### config.mk
export PLATFORM = sky130hd
export DESIGN_NAME = id_scoreboard_flat
export DESIGN_NICKNAME = d
export VERILOG_FILES = /design/src/rtl/id_scoreboard_pkg.sv /design/src/rtl/id_scoreboard_if.sv /design/src/rtl/id_scoreboard_sb_counter.sv /design/src/rtl/id_scoreboard.sv /design/src/flat_wrapper.sv
export SDC_FILE = /design/constraint.sdc
export NUM_CORES = 1
export LEC_CHECK = 0
export CAP_MARGIN = 20
export CORE_MARGIN = 2
export CORE_UTILIZATION = 44
export CTS_CLUSTER_SIZE = 16
export DETAILED_ROUTE_END_ITERATION = 10
export GPL_ROUTABILITY_DRIVEN = 0
export GPL_TIMING_DRIVEN = 0
export HOLD_SLACK_MARGIN = 0.12
export PLACE_DENSITY_LB_ADDON = 0.25
export REMOVE_ABC_BUFFERS = 1
export SLEW_MARGIN = 20
export SYNTH_ARGS = -nofsm -noshare
export SYNTH_HDL_FRONTEND = slang
export SYNTH_SLANG_ARGS = --single-unit
### constraint.sdc
create_clock -name clk -period 9.4 [get_ports clk]
set_clock_uncertainty 0.15 [all_clocks]
set_input_delay 1.88 -clock clk [delete_from_list [all_inputs] [get_ports clk]]
set_output_delay 1.88 -clock clk [all_outputs]
set_load 0.005 [all_outputs]
### src/rtl/id_scoreboard_pkg.sv
// Shared scoreboard constants and the per-stage forwarding record layout.
package id_scoreboard_pkg;

  localparam int NREG   = 32;
  localparam int NSRC   = 2;
  localparam int NFWD   = 3;
  localparam int CNT_W  = 2;
  localparam int DATA_W = 32;
  localparam int REG_W  = $clog2(NREG);

  typedef logic [REG_W-1:0] reg_idx_t;

  // Field order fixes the bit layout: data in the low bits, valid at the top.
  typedef struct packed {
    logic              valid;
    logic              we;
    reg_idx_t          dest;
    logic              data_ok;
    logic [DATA_W-1:0] data;
  } fwd_rec_t;

  localparam int FWD_REC_W = $bits(fwd_rec_t);

endpackage

### src/rtl/id_scoreboard_if.sv
// Decode-stage scoreboard bus: issue request, forwarding taps, retire and results.
interface id_scoreboard_if import id_scoreboard_pkg::*; ();

  logic                   issue_valid;
  logic                   issue_ready;
  logic                   issue_we;
  logic [REG_W-1:0]       issue_dest;
  logic [NSRC*REG_W-1:0]  issue_src;
  logic [NSRC-1:0]        issue_src_used;
  logic [NSRC*DATA_W-1:0] rf_rdata;
  logic [NFWD-1:0]        fwd_valid;
  logic [NFWD-1:0]        fwd_we;
  logic [NFWD*REG_W-1:0]  fwd_dest;
  logic [NFWD-1:0]        fwd_data_ok;
  logic [NFWD*DATA_W-1:0] fwd_data;
  logic                   retire_valid;
  logic [REG_W-1:0]       retire_dest;
  logic                   flush;
  logic [NSRC*DATA_W-1:0] src_value;
  logic                   sb_err;
  logic [31:0]            stall_cnt;

  modport master (
    output issue_valid, issue_we, issue_dest, issue_src, issue_src_used, rf_rdata,
           fwd_valid, fwd_we, fwd_dest, fwd_data_ok, fwd_data,
           retire_valid, retire_dest, flush,
    input  issue_ready, src_value, sb_err, stall_cnt
  );

  modport slave (
    input  issue_valid, issue_we, issue_dest, issue_src, issue_src_used, rf_rdata,
           fwd_valid, fwd_we, fwd_dest, fwd_data_ok, fwd_data,
           retire_valid, retire_dest, flush,
    output issue_ready, src_value, sb_err, stall_cnt
  );

endinterface

### src/rtl/id_scoreboard_sb_counter.sv
// Per-register in-flight writer counter: saturating up/down with synchronous clear.
module sb_counter import id_scoreboard_pkg::*; #(
  parameter int W = CNT_W
) (
  input  logic         clk,
  input  logic         resetn,
  input  logic         inc,
  input  logic         dec,
  input  logic         clr,
  output logic [W-1:0] cnt
);

  localparam logic [W-1:0] CNT_MAX = '1;

  // Simultaneous inc and dec cancel; the counter never wraps in either direction.
  always_ff @(posedge clk or negedge resetn) begin
    if (!resetn)                                cnt <= '0;
    else if (clr)                               cnt <= '0;
    else if (inc && !dec && cnt != CNT_MAX)     cnt <= cnt + 1'b1;
    else if (dec && !inc && cnt != '0)          cnt <= cnt - 1'b1;
  end

endmodule

### src/rtl/id_scoreboard.sv
// Decode-stage register scoreboard: tracks in-flight writers, resolves operands
// through the forwarding network and stalls issue when a value is not yet available.
module id_scoreboard import id_scoreboard_pkg::*; (
  input logic           clk,
  input logic           resetn,
  id_scoreboard_if.slave bus
);

  logic [NREG-1:0][CNT_W-1:0] cnt;
  logic [NREG-1:1]            inc;
  logic [NREG-1:1]            dec;
  fwd_rec_t                   fwd [NFWD];
  logic [NSRC-1:0]            src_stall;
  logic                       dest_sat;
  logic                       ready;
  logic                       fire;
  logic                       err_set;
  logic                       sb_err_q;
  logic [31:0]                stall_q;

  assign cnt[0] = '0;

  for (genvar r = 1; r < NREG; r++) begin : g_cnt
    sb_counter #(.W(CNT_W)) u_cnt (
      .clk    (clk),
      .resetn (resetn),
      .inc    (inc[r]),
      .dec    (dec[r]),
      .clr    (bus.flush),
      .cnt    (cnt[r])
    );
  end

  always_comb begin
    for (int i = 0; i < NFWD; i++) begin
      fwd[i] = '{valid:   bus.fwd_valid[i],
                 we:      bus.fwd_we[i],
                 dest:    bus.fwd_dest[i*REG_W +: REG_W],
                 data_ok: bus.fwd_data_ok[i],
                 data:    bus.fwd_data[i*DATA_W +: DATA_W]};
    end
  end

  // Youngest matching stage wins; a hazard with no matching stage waits for the regfile write.
  always_comb begin
    reg_idx_t          src_idx;
    logic              haz;
    logic              hit;
    logic              ok;
    logic [DATA_W-1:0] val;
    src_idx       = '0;
    haz           = 1'b0;
    hit           = 1'b0;
    ok            = 1'b0;
    val           = '0;
    src_stall     = '0;
    bus.src_value = '0;
    for (int s = 0; s < NSRC; s++) begin
      src_idx = bus.issue_src[s*REG_W +: REG_W];
      haz     = bus.issue_src_used[s] && src_idx != '0 && cnt[src_idx] != '0;
      val     = bus.rf_rdata[s*DATA_W +: DATA_W];
      hit     = 1'b0;
      ok      = 1'b0;
      for (int i = 0; i < NFWD; i++) begin
        if (haz && !hit && fwd[i].valid && fwd[i].we && fwd[i].dest == src_idx) begin
          hit = 1'b1;
          ok  = fwd[i].data_ok;
          val = fwd[i].data;
        end
      end
      src_stall[s]                      = haz && !(hit && ok);
      bus.src_value[s*DATA_W +: DATA_W] = val;
    end
  end

  assign dest_sat = bus.issue_we && bus.issue_dest != '0 && cnt[bus.issue_dest] == '1;
  assign ready    = resetn && !bus.flush && !dest_sat && !(|src_stall);
  assign fire     = bus.issue_valid && ready;

  always_comb begin
    inc = '0;
    dec = '0;
    for (int r = 1; r < NREG; r++) begin
      inc[r] = fire && bus.issue_we && bus.issue_dest == reg_idx_t'(r);
      dec[r] = bus.retire_valid && !bus.flush && bus.retire_dest == reg_idx_t'(r);
    end
  end

  // An issue to the same register in the same cycle covers a retire against a zero count.
  assign err_set = bus.retire_valid && !bus.flush && bus.retire_dest != '0 &&
                   cnt[bus.retire_dest] == '0 &&
                   !(fire && bus.issue_we && bus.issue_dest == bus.retire_dest);

  always_ff @(posedge clk or negedge resetn) begin
    if (!resetn) begin
      sb_err_q <= 1'b0;
      stall_q  <= '0;
    end else begin
      if (err_set)
        sb_err_q <= 1'b1;
      if (bus.issue_valid && !ready && !bus.flush)
        stall_q <= stall_q + 32'd1;
    end
  end

  assign bus.issue_ready = ready;
  assign bus.sb_err      = sb_err_q;
  assign bus.stall_cnt   = stall_q;

endmodule

### src/flat_wrapper.sv
// flat-port wrapper written by rule: the top's interface ports become plain ports
module id_scoreboard_flat import id_scoreboard_pkg::*;
  (clk, resetn, bus_issue_valid, bus_issue_we, bus_issue_dest, bus_issue_src, bus_issue_src_used, bus_rf_rdata, bus_fwd_valid, bus_fwd_we, bus_fwd_dest, bus_fwd_data_ok, bus_fwd_data, bus_retire_valid, bus_retire_dest, bus_flush, bus_issue_ready, bus_src_value, bus_sb_err, bus_stall_cnt);
  id_scoreboard_if bus_i ();
  input logic clk;
  input logic resetn;
  input wire logic [$bits(bus_i.issue_valid)-1:0] bus_issue_valid;
  input wire logic [$bits(bus_i.issue_we)-1:0] bus_issue_we;
  input wire logic [$bits(bus_i.issue_dest)-1:0] bus_issue_dest;
  input wire logic [$bits(bus_i.issue_src)-1:0] bus_issue_src;
  input wire logic [$bits(bus_i.issue_src_used)-1:0] bus_issue_src_used;
  input wire logic [$bits(bus_i.rf_rdata)-1:0] bus_rf_rdata;
  input wire logic [$bits(bus_i.fwd_valid)-1:0] bus_fwd_valid;
  input wire logic [$bits(bus_i.fwd_we)-1:0] bus_fwd_we;
  input wire logic [$bits(bus_i.fwd_dest)-1:0] bus_fwd_dest;
  input wire logic [$bits(bus_i.fwd_data_ok)-1:0] bus_fwd_data_ok;
  input wire logic [$bits(bus_i.fwd_data)-1:0] bus_fwd_data;
  input wire logic [$bits(bus_i.retire_valid)-1:0] bus_retire_valid;
  input wire logic [$bits(bus_i.retire_dest)-1:0] bus_retire_dest;
  input wire logic [$bits(bus_i.flush)-1:0] bus_flush;
  output wire logic [$bits(bus_i.issue_ready)-1:0] bus_issue_ready;
  output wire logic [$bits(bus_i.src_value)-1:0] bus_src_value;
  output wire logic [$bits(bus_i.sb_err)-1:0] bus_sb_err;
  output wire logic [$bits(bus_i.stall_cnt)-1:0] bus_stall_cnt;
  assign bus_i.issue_valid = bus_issue_valid;
  assign bus_i.issue_we = bus_issue_we;
  assign bus_i.issue_dest = bus_issue_dest;
  assign bus_i.issue_src = bus_issue_src;
  assign bus_i.issue_src_used = bus_issue_src_used;
  assign bus_i.rf_rdata = bus_rf_rdata;
  assign bus_i.fwd_valid = bus_fwd_valid;
  assign bus_i.fwd_we = bus_fwd_we;
  assign bus_i.fwd_dest = bus_fwd_dest;
  assign bus_i.fwd_data_ok = bus_fwd_data_ok;
  assign bus_i.fwd_data = bus_fwd_data;
  assign bus_i.retire_valid = bus_retire_valid;
  assign bus_i.retire_dest = bus_retire_dest;
  assign bus_i.flush = bus_flush;
  assign bus_issue_ready = bus_i.issue_ready;
  assign bus_src_value = bus_i.src_value;
  assign bus_sb_err = bus_i.sb_err;
  assign bus_stall_cnt = bus_i.stall_cnt;
  id_scoreboard u_core (.clk(clk), .resetn(resetn), .bus(bus_i));
endmodule
Yosys cells after proc, flatten, opt, wreduce, memory -nomap -nowiden

Index checks and enable logic that the tools add are counted.
W data, S select, Z words.

Bits of input ports: 212
Register bits after elaboration: 95
Output and inout port bits: 98

$lt $le $gt $ge: 4
Muxes and demuxes: 119
$add $sub $neg: 63
Reduce and logical (&&, ||, !) cells: 373
Equality and inequality tests: 101

Operators by type and width:

| cell                    | count |
|---|---|
| $logic_and A1 B1 Y1     | 230 |
| $mux W2                 | 97 |
| $mux W32                | 6 |
| $eq A5 B5 Y1 const B    | 32 |
| $reduce_bool A3 Y1      | 31 |
| $eq A5 B4 Y1 const B    | 16 |
| $logic_not A1 Y1        | 73 |
| $reduce_bool A2 Y1      | 33 |
| $add A2 B1 Y2 const B   | 31 |
| $ne A2 B2 Y1 const B    | 31 |
| $sub A2 B1 Y2 const B   | 31 |
| $bmux W2 S5             | 4 |
| $eq A5 B3 Y1 const B    | 8 |
| $eq A5 B5 Y1            | 7 |
| $add A32 B1 Y32 const B | 1 |
| $lt A5 B6 Y1 const B    | 4 |
| $eq A5 B2 Y1 const B    | 4 |
| $reduce_bool A5 Y1      | 4 |
| $mux W1                 | 12 |
| $eq A5 B1 Y1 const B    | 2 |
| $eq A2 B2 Y1 const B    | 1 |
| $logic_not A2 Y1        | 1 |
| $reduce_or A2 Y1        | 1 |

Logic depth before layout (Yosys ltp)

Gate-level depths: netlist of run 1.

Word-level depth: 35
Mapped depth: 13

By module

Synthesis of run 1 repeated with hierarchy kept, for this count alone.

Cells, all modules: 1218
Area, all modules: 9674.3 µm²

Modules (own cells, without submodules):

| module        | cells each | area each (µm²) | instances | seq. area each (µm²) |
|---|---|---|---|---|
| id_scoreboard | 846        | 5950.7          | 1         | 825.8 |
| sb_counter    | 12         | 120.1           | 31        | 50.0 |

Worst setup path after synthesis of run 1

No wires, ideal clock.

Path type: input to output
Start: in bus_issue_src[0]
End: out bus_src_value[10]
Buffers on the path: 2
Data required time: 7.370 ns
Cell stages on the path: 9
Data arrival time: 4.287 ns
Path slack: 3.083 ns
Cell sequence: buf_2 -> mux4_2 -> a21boi_0 -> o311ai_0 -> nor3_1 -> clkbuf_1 -> mux2_2 -> mux2i_1 -> o21ai_0

Word-level cells in the longest chain between the ends: 20
Elaborated cells between the ends (all ways): 27
Classes of those cells: eq/ne: 3; mux: 7; reduce/logical: 17

RTL lines:

| what                             | RTL line            | text |
|---|---|---|
| start: declaration               | flat_wrapper.sv:10  | `input wire logic [$bits(bus_i.issue_src)-1:0] bus_issue_src;` |
| $bmux W2 S5                      | id_scoreboard.sv:60 | `haz = bus.issue_src_used[s] && src_idx != '0 && cnt[src_idx] != '0;` |
| $mux W2 (not written as such)    | id_scoreboard.sv:60 |  |
| $reduce_bool A2 Y1               | id_scoreboard.sv:60 |  |
| $logic_and A1 B1 Y1              | id_scoreboard.sv:60 |  |
| $logic_and A1 B1 Y1 (3 in a row) | id_scoreboard.sv:65 | `if (haz && !hit && fwd[i].valid && fwd[i].we && fwd[i].dest == src_idx) begin` |
| $mux W1                          | id_scoreboard.sv:65 |  |
| $logic_not A1 Y1                 | id_scoreboard.sv:65 |  |
| $logic_and A1 B1 Y1 (4 in a row) | id_scoreboard.sv:65 |  |
| $mux W1                          | id_scoreboard.sv:65 |  |
| $logic_not A1 Y1                 | id_scoreboard.sv:65 |  |
| $logic_and A1 B1 Y1 (4 in a row) | id_scoreboard.sv:65 |  |
| $mux W32 (*)                     | id_scoreboard.sv:65 |  |
| end: declaration                 | flat_wrapper.sv:22  | `output wire logic [$bits(bus_i.src_value)-1:0] bus_src_value;` |

Mark *: on every way between the ends. The rest lies on a longest branch, timed or not. The select of a mux whose other input is x is not followed.

Worst setup path in the final report of run 1

Start: in bus_issue_src[6]
End: out bus_src_value[39]

Same word-level chain as after synthesis.

==> results of run 1 <==
-- final timing paths --
check | to | cells after the start | slack (ns) | start
worst min register to register | u_core.bus.stall_cnt[31]$_DFFE_PN0P_ | 1 | 0.32 | u_core.bus.stall_cnt[31]$_DFFE_PN0P_
worst max register to register | u_core.g_cnt[4].u_cnt.cnt[0]$_DFFE_PN0P_ | 9 | 5.20 | u_core.g_cnt[28].u_cnt.cnt[0]$_DFFE_PN0P_
worst max-delay path | bus_src_value[39] | 11 | 0.45 | bus_issue_src[6]
worst min-delay path | u_core.bus.stall_cnt[31]$_DFFE_PN0P_ | 1 | 0.32 | u_core.bus.stall_cnt[31]$_DFFE_PN0P_
max in group asynchronous | u_core.g_cnt[23].u_cnt.cnt[1]$_DFFE_PN0P_ | 2 | 7.22 | resetn
min in group asynchronous | u_core.g_cnt[13].u_cnt.cnt[0]$_DFFE_PN0P_ | 1 | 1.22 | resetn
-- sequential cells by signal, summed over array words and instances, names as in the netlist --
signal                  count
u_core.bus.sb_err           1
u_core.bus.stall_cnt       32
u_core.g_cnt.u_cnt.cnt     62
-- per-stage QoR --
step | hold slack (ns) | std cells
2_1_floorplan | 0.316 | 1130
3_3_place_gp | 0.312 | 1714
3_5_place_dp | 0.319 | 1728
4_1_cts | 0.331 | 1744
5_1_grt | 0.354 | 1746
6_report | 0.323 | 1747
-- cells in the final DEF (no fill, tap or decap), drive strengths merged, types with 5 or more instances in the layout --
master,count
a211oi,32
a21boi,5
a21oi,45
a221oi,36
a311oi,5
a31oi,8
and2,9
and3,21
buf,18
clkbuf,9
clkdlybuf4s50,305
dfrtp,95
inv,24
mux2,34
mux2i,65
mux4,21
nand2,156
nand2b,21
nand3,47
nand4,23
nor2,116
nor2b,14
nor3,51
nor3b,11
nor4,18
nor4b,6
o2111ai,5
o211ai,8
o21a,12
o21ai,99
or3,7
xnor2,31
xor2,43
-- synth_stat cells (5+ instances only) --
| cell type | number | share of area [%] |
|---|---|---|
| a21boi_0 | 5 | 0.39 |
| nor4_1 | 16 | 1.1 |
| a21oi_1 | 45 | 2.4 |
| a211oi_1 | 31 | 2.4 |
| o21a_1 | 12 | 0.95 |
| a31oi_1 | 8 | 0.53 |
| o21ai_0 | 99 | 5.2 |
| clkbuf_1 | 50 | 2.0 |
| o2111ai_1 | 5 | 0.46 |
| mux2i_1 | 65 | 6.8 |
| a221oi_1 | 36 | 3.3 |
| nor2b_1 | 14 | 0.92 |
| xor2_1 | 43 | 4.0 |
| a311oi_1 | 5 | 0.46 |
| dfrtp_1 | 95 | 25 |
| inv_1 | 20 | 0.79 |
| nand3_1 | 47 | 2.5 |
| nor2_1 | 116 | 4.6 |
| nand2b_1 | 21 | 1.4 |
| mux4_2 | 21 | 5.0 |
| buf_2 | 9 | 0.47 |
| nor3_1 | 47 | 2.5 |
| or3_1 | 6 | 0.39 |
| buf_1 | 7 | 0.28 |
| and2_1 | 9 | 0.59 |
| nor3b_1 | 11 | 0.87 |
| nand2_1 | 156 | 6.2 |
| mux2_2 | 34 | 4.0 |
| nor4b_1 | 6 | 0.55 |
| and3_1 | 21 | 1.4 |
| xnor2_1 | 31 | 2.9 |
| o211ai_1 | 8 | 0.63 |
| nand4_1 | 23 | 1.5 |
-- critical path: stages --
cell and delay (ns):
clkdlybuf4s50_1 1.18, mux4_2 0.60, nor3b_1 0.14, or4_1 0.52
a21oi_4 0.47, buf_8 0.22, mux2i_1 0.10, nand2_1 0.07
o21ai_0 0.09, a221oi_1 0.94, clkdlybuf4s50_1 0.67
-- cells by family (layout without fill, tap and decap cells) --
logic type	count (synthesis)	after routing
and+or+nand+nor	520	520
AOI/OAI and AO/OA	299	299
muxes	120	120
DFF	95	95
buffers and inverters	93	360
xor gates and xnor gates	74	74
adders and majority gates	1	1
other	0	3
-- where the power goes --
part	internal, uW	switching, uW
clock network	188	183
registers	421	18.3
logic	191	177
total	799	378
-- final cells by class --
cell class                      instances  area, um2  area share (%)
Clock buffer                            9        225            1.71
Sequential cell                        95       2380            18.1
Antenna cell                            3       7.51          0.0570
Multi-Input combinational cell       1014       6800            51.6
Timing Repair Buffer                  323       3260            24.8
Tap cell                              275        344            2.61
Inverter                               21       78.8           0.599
Clock inverter                          7       75.1           0.570
-- metal layers --
layer	track usage, %	vias up	share of wire [%]
li1	-	5002	-
met4	15.7	2	4.6
met5	0	-	0.024
met3	10.6	122	12
met2	51.3	678	44
met1	45.9	5253	40
==> metrics.md, run 1 <==
| Metric | Value |
|---|---|
| Outcome | finished, final reports clean |
| Dpl hpwl | 30900 um |
| Post-synth EDFFs | 0 |
| Leakage | 0.00481 uW |
| Largest family of logic cells by synthesized area | simple AND/OR/NAND/NOR gates |
| Top_reg_cell synth | dfrtp_1 |
| Final ANT Viol Nets | 0 |
| Simple-gate share of the synthesized area | 26.8% |
| Critical Path Fanout Max | 21 |
| Design Area, Final | around 0.013 mm2 |
| Period minus WS final | between 8 and 9 ns |
| Post-DP Area | 0.0129 mm2 |
| Worst EP arrival | 6.92 ns |
| Final worst setup slack | 0.452 ns |
| Fill count | 1883 |
| Worst setup EP type | output port |
| Cell Pwr Density | 89.5 mW/mm2 |
| Cell Rows | 53 |
| CTS buffer count | 9 |
| Post-CTS Repair Setup Buffers | 0 |
| Synth Area in Compound Gates | 21.1% |
| Mux share of post-synthesis cell area | between 15 and 20% |
| Yosys cell types | 70 |
| IO Port Bufs | 309 |
| Fin. Hold Viols | 0 |
| Synthesis-to-finish area growth | 38.3% |
| Peak supply drop | roughly 0.00012 V |
| Via count | 11100 |
| Post-DR wirelength/cell | 23.4 um |
| Root Buffer | clkbuf_16 |
| GRT overflow | 0 |
| DRC | 0 |
| Fin util | 62.2% |
| Layout cell share with drive strength beyond 1 | 8.30% |
| Seq/Total Area, Yosys | 25.0% |
| First-pass GRT wire length | 60000 um |
| Syn Inst Count | around 1200 |
| Adder-Cell Fraction of Synth Area | less than 1% |
| Clock Latency Late Sink | between 0.3 and 0.4 ns |
| Die Footprint | 0.0228 mm2 |
| Clk slew on worst S/H paths | 0.07 ns |
| Worst Max-Slew Pin Slew | 1.12 ns |
| Clock buffer depth | 2 |
| Worst EP required | 7.37 ns |
| Initial core utilization | around 45% |
| Final setup viols | 0 |
| CTS-repair resized insts | 0 |
| Area of the core | 0.0212 mm2 |
| Final WL | 40900 um |
| Vias in the first global route | 10100 |
| #FFs+latches synth | 95 |
| RSZ-0062 raised after global routing | false |
| Max_cap viols | 0 |
| Initial antenna violation count | 3 |
| Max Transition Viols Final | 0 |
| Post-Synth XOR/XNOR Area | 6.81% |
| Die Ht | 151 um |
| CTS tree | done |
| Pre-Repair DR Iteration Count | 6 |
| Post-DR vias/cell | between 6 and 7 |
| Layout Nets | between 1500 and 2000 |
| Yosys warns | 0 |
| Crit share post-route | 95.2% |
| Max Freq | between 0.1 and 0.15 GHz |
| Worst slack at placement | 0.548 ns |
| CP Class | in2out |
| Worst Hold Class | reg2reg |
| DR iter-0 viols | 1474 |
| Largest net degree at the start of global routing | 78 |
| Startpoint Class | primary input |
| All-layer global routing usage | between 30 and 40% |
| TNS Setup | 0 ns |
| Relative slew margins | 25.6% |
| H-Tree Depth | 3 |
| Post-Syn Area | ~0.0095 mm2 |
| Final total power | ~1200 uW |
| I/O Pins | 310 |
| Post-synth ARST share | 100% |
| Hold-fix buffers at CTS | 0 |
| Post-Syn Area per Cell | 7.92 um2 |
| Die X | between 150 and 200 um |
| Clock sinks | 95 |
Power figures use the tool's default switching activity.
==> run 2, diff against run 1 <==
- RECOVER_POWER: unset -> 100
==> metrics.md, run 2 (synthesis gave the netlist of run 1 again) <==
| Metric | Value |
|---|---|
| Root Buffer | clkbuf_16 |
| RSZ-0062 raised after global routing | false |
| Max FFs per register | 62 |
| Clock sinks | 95 |
| CTS buffer count | 9 |
| Initial core utilization | 45.0% |
| Period minus WS final | roughly 9.3 ns |
| H-Tree Depth | 3 |
| Cell Rows | between 50 and 60 |
| CTS tree | done |
| CP max stage delay | 1.26 ns |
| Max Freq | 0.107 GHz |
| Via count | 11000 |
| Post-DP Area | roughly 0.013 mm2 |
| Reg with most FFs | u_core.g_cnt.u_cnt.cnt |
| I/O Pins | 310 |
| Final Non-Filler Cells | 1747 |
| IO Port Bufs | just over 300 |
| Final total power | between 1000 and 1500 uW |
| Final ANT Viol Nets | 0 |
| Fin. Hold Viols | 0 |
| Clock Latency Late Sink | ~0.36 ns |
| Leakage | 0.00493 uW |
| R2r endpoint | u_core.g_cnt[4].u_cnt.cnt[0]$_DFFE_PN0P_ |
| Crit path max-delay cell type | dlygate4sd3_1 |
| TNS Setup | 0 ns |
| Startpoint Class | primary input |
| HP Start | u_core.bus.stall_cnt[31]$_DFFE_PN0P_ |
| Largest net degree at the start of global routing | 78 |
| Layout Nets | 1677 |
| Cell Pwr Density | 88.8 mW/mm2 |
| Die X | about 150 um |
| First-pass GRT wire length | 60000 um |
| Worst R2R Path Depth | 9 |
| Final WL | between 40000 and 50000 um |
| Peak supply drop | 0.000114 V |
| All-layer global routing usage | 34.5% |
| Clk slew on worst S/H paths | 0.07 ns |
| Crit share post-route | between 90% and 100% |
| CTS-repair resized insts | 0 |
| Outcome | complete, but fails checks |
| Worst Hold Class | reg2reg |
| Area of the core | roughly 0.021 mm2 |
| Final setup viols | 0 |
| Reg2reg start | u_core.g_cnt[29].u_cnt.cnt[0]$_DFFE_PN0P_ |
| Crit path buf inv count | 2 |
| Worst setup path endpoint | bus_src_value[39] |
| Crit path launch | bus_issue_src[6] |
| Relative slew margins | -74.4% |
| Critical Path Fanout Max | 32 |
| Post-DR wirelength/cell | ~23 um |
| Worst EP arrival | 7.29 ns |
| Crit-path cells | dlygate4sd3_1, a21oi_1, o22a_1, a41oi_1, nand2_1, nand3_1, o21ai_0, a221oi_1, clkdlybuf4s50_1 |
| Hold-fix buffers at CTS | 0 |
| Pre-Repair DR Iteration Count | 6 |
| Max Transition Viols Final | 73 |
| Worst EP required | 7.37 ns |
| Fill count | between 1500 and 2000 |
| Post-CTS Repair Setup Buffers | 0 |
| Initial antenna violation count | 3 |
| Vias in the first global route | 10100 |
| Dpl hpwl | 30900 um |
| Max_cap viols | 4 |
| Placed Cells incl. Taps | 1728 |
| GRT overflow | 0 |
| Instance count on the critical path | 9 |
| CP Class | in2out |
| Design Area, Final | 0.0131 mm2 |
| CP top delay family | compound AO/OA/AOI/OAI gates |
| Layout cell share with drive strength beyond 1 | about 7.4% |
| DRC | 0 |
| Fin util | between 60% and 70% |
| DR iter-0 viols | 1538 |
| Worst Max-Slew Pin Slew | ~2.6 ns |
| Commonest non-fill, non-tap cell in the layout | clkdlybuf4s50_1 |
| Worst setup EP type | output port |
| Failing checks | capacitance limit, slew limit |
| Die Footprint | 0.0228 mm2 |
| Synthesis-to-finish area growth | 37.4% |
| Most frequent cells in the layout | clkdlybuf4s50_1, nand2_1, nor2_1 |
| Clock buffer depth | 2 |
| Post-DR vias/cell | 6.30 |
| Worst R2R Setup Slack | around 3.8 ns |
| Die Ht | ~150 um |
[run 2: cell count changes in the layout (fill, tap and decap cells not counted), moves of 3 or more]
cell,previous run,this run
clkdlybuf4s50_1,305,217
dlygate4sd3_1,0,88
nor3_1,44,49
clkbuf_1,0,3
nor3_2,5,2
[run 2: cell type report]
| type | instances | area (um2) | share of cell area [%] |
|---|---|---|---|
| antenna | 3 | 7.51 | 0.0574 |
| clock buffer | 9 | 225 | 1.72 |
| clock inverter | 7 | 75.1 | 0.574 |
| inverter | 21 | 78.8 | 0.603 |
| multi-input combinational | 1014 | 6720 | 51.4 |
| sequential | 95 | 2380 | 18.2 |
| tap | 275 | 344 | 2.63 |
| timing repair buffer | 323 | 3240 | 24.8 |
[run 2: where the power goes]
part | total (uW) | switching [uW] | internal, uW
combinational | 352 | 174 | 179
sequential | 438 | 17.3 | 421
clock | 371 | 183 | 188
total | 1160 | 374 | 788
[run 2: metrics by stage]
step	worst slack, ns	hold WS (ns)
2_1_floorplan	1.18	0.316
3_3_place_gp	-3.55	0.312
3_5_place_dp	0.548	0.319
4_1_cts	0.537	0.331
5_1_grt	0.116	0.354
6_report	0.0807	0.318
[run 2: how the worst min path moves through the flow]
stage / depth (start not counted) / slack (ns) / endpoint
4_1_cts: 1 / 0.33 / u_core.bus.stall_cnt[31]$_DFFE_PN0P_
5_1_grt: 1 / 0.35 / u_core.bus.stall_cnt[31]$_DFFE_PN0P_
3_5_place_dp: 1 / 0.32 / u_core.bus.stall_cnt[31]$_DFFE_PN0P_
2_1_floorplan: 1 / 0.32 / u_core.bus.sb_err$_DFFE_PN0P_
6_report: 1 / 0.32 / u_core.bus.stall_cnt[31]$_DFFE_PN0P_
3_3_place_gp: 1 / 0.31 / u_core.bus.stall_cnt[31]$_DFFE_PN0P_
[run 2: routing by layer]
metal  up-vias  part of all wire, %  GRT usage, %
li1       4998                    -             -
met1      5236                   40          45.9
met2       646                   44          51.3
met3       124                   11          10.6
met4         2                  4.4          15.7
met5         -                0.024             0
==> run 3, diff against run 2 <==
- REMOVE_ABC_BUFFERS: 1 -> unset
==> metrics.md, run 3 (synthesis gave the netlist of run 1 again) <==
| Metric | Value |
|---|---|
| Outcome | complete, but fails checks |
| Failing checks | capacitance limit, slew limit |
| IO Port Bufs | 303 |
| Die Footprint | 0.0228 mm2 |
| Die Ht | 151 um |
| Crit path max-delay cell type | dlygate4sd3_1 |
| Via count | 11200 |
| Root Buffer | clkbuf_16 |
| Largest net degree at the start of global routing | just over 80 |
| Most frequent cells in the layout | clkdlybuf4s50_1, nand2_1, nor2_1 |
| Reg with most FFs | u_core.g_cnt.u_cnt.cnt |
| Layout Nets | about 1700 |
| First-pass GRT wire length | 59900 um |
| Clk slew on worst S/H paths | approximately 0.08 ns |
| Dpl hpwl | 31500 um |
| Cell Rows | 53 |
| Clock Latency Late Sink | around 0.37 ns |
| Die X | approximately 150 um |
| Hold_ws | approximately 0.32 ns |
| Peak supply drop | roughly 0.00009 V |
| Vias in the first global route | 10400 |
| Max_cap viols | 2 |
| All-layer global routing usage | 34.4% |
| Crit share post-route | 95.5% |
| Period minus WS final | 8.98 ns |
| Fin. Hold Viols | 0 |
| Max FFs per register | 62 |
| CP max stage delay | roughly 0.7 ns |
| Leakage | about 0.0050 uW |
| Relative slew margins | -15.0% |
| Final ANT Viol Nets | 0 |
| Hold-fix buffers at CTS | 0 |
| Met1 Use GR | between 40 and 50% |
| Worst Max-Slew Pin Slew | about 1.7 ns |
| H-Tree Depth | 3 |
| Area of the core | 0.0212 mm2 |
| Worst EP required | 7.37 ns |
| Max Freq | 0.111 GHz |
| Cell Pwr Density | roughly 90 mW/mm2 |
| Pre-Repair DR Iteration Count | 6 |
| Startpoint Class | primary input |
| DR iter-0 viols | 1203 |
| Final WL | 40600 um |
| Post-DR vias/cell | 6.19 |
| CTS-repair resized insts | 0 |
| Initial core utilization | between 40 and 50% |
| Fill count | 1884 |
| Max Transition Viols Final | 10 |
| CTS buffer count | 9 |
| Met3 GRT Util | 9.25% |
| Worst Hold Class | reg2reg |
| GRT overflow | 0 |
| CTS tree | done |
| Clock sinks | 95 |
| Critical Path Fanout Max | 10 |
| DRC | 0 |
| Final setup viols | 0 |
| Post-DR wirelength/cell | 22.5 um |
| GR peak layer | met2 |
| Post-CTS Repair Setup Buffers | 0 |
| Worst setup EP type | output port |
| Worst EP arrival | 6.95 ns |
| TNS Setup | 0 ns |
| RSZ-0062 raised after global routing | false |
| Synthesis-to-finish area growth | 38.4% |
| Clock buffer depth | 2 |
| I/O Pins | 310 |
| Initial antenna violation count | 3 |
| Crit-path cells | dlygate4sd3_1, clkbuf_1, mux4_2, a221oi_1, a41oi_1, a21oi_1, clkbuf_1, mux2i_1, nand2_1, o21ai_0, a221oi_1, dlygate4sd3_1 |
| M2 GR Usage | 52.9% |
| CP Class | in2out |
| Commonest non-fill, non-tap cell in the layout | clkdlybuf4s50_1 |
| Layout cell share with drive strength beyond 1 | 6.44% |
| Post-synthesis net count | 1415 |
[run 3: area by class of cell]
cell class / instances / area (um2) / area share (%)
clock buffers: 9 / 225 / 1.71
multi-input cells: 1014 / 6690 / 50.8
flip-flops and latches: 95 / 2380 / 18.0
diodes: 5 / 12.5 / 0.0950
well taps: 275 / 344 / 2.61
repair buffers: 304 / 3050 / 23.2
clock inverters: 7 / 86.3 / 0.655
inverters: 21 / 78.8 / 0.598
plain buffers: 72 / 308 / 2.34
[run 3: stage by stage]
stage / instance area (um2) / utilization, % / worst slack [ns] / total power, uW / cells
6_report: 13200 / 62.3 / 0.422 / 1180 / 1802
3_5_place_dp: 12900 / 61.1 / 0.816 / 805 / 1781
3_3_place_gp: 12900 / 61.0 / 0.309 / 800 / 1780
4_1_cts: 13200 / 62.6 / 0.790 / 1200 / 1797
2_1_floorplan: 9520 / - / 3.08 / 582 / 1202
5_1_grt: 13200 / 62.3 / 0.235 / 1230 / 1800
[run 3: path summary, 6_finish.rpt]
| kind | start | endpoint | slack (ns) | cells after the start |
|---|---|---|---|---|
| setup / recovery | bus_issue_src[6] | bus_src_value[53] | 0.42 | 12 |
| hold / removal | u_core.bus.sb_err$_DFFE_PN0P_ | u_core.bus.sb_err$_DFFE_PN0P_ | 0.32 | 1 |
| setup reg to reg | u_core.g_cnt[20].u_cnt.cnt[0]$_DFFE_PN0P_ | u_core.bus.stall_cnt[31]$_DFFE_PN0P_ | 4.92 | 9 |
| hold reg to reg | u_core.bus.sb_err$_DFFE_PN0P_ | u_core.bus.sb_err$_DFFE_PN0P_ | 0.32 | 1 |
| max in group asynchronous | resetn | u_core.g_cnt[13].u_cnt.cnt[1]$_DFFE_PN0P_ | 6.60 | 2 |
| min in group asynchronous | resetn | u_core.g_cnt[3].u_cnt.cnt[1]$_DFFE_PN0P_ | 1.55 | 1 |
[run 3: layer usage]
layer / part of all wire, % / up-vias
met5: 0 / -
met4: 4.6 / 0
met3: 11 / 127
met2: 44 / 667
met1: 40 / 5251
li1: - / 5118
[run 3: report_power, final]
part           total, uW  switching, uW  internal [uW]
registers            437           16.3            421
clock network        392            179            212
logic                353            171            182
[run 3: critical path: cells and delay by family]
family                 cells  cell delay [ns]
AND/OR/NAND/NOR            1             0.11
buffers and inverters      4             2.52
multiplexers               2             0.79
AO/OA/AOI/OAI              5             1.65
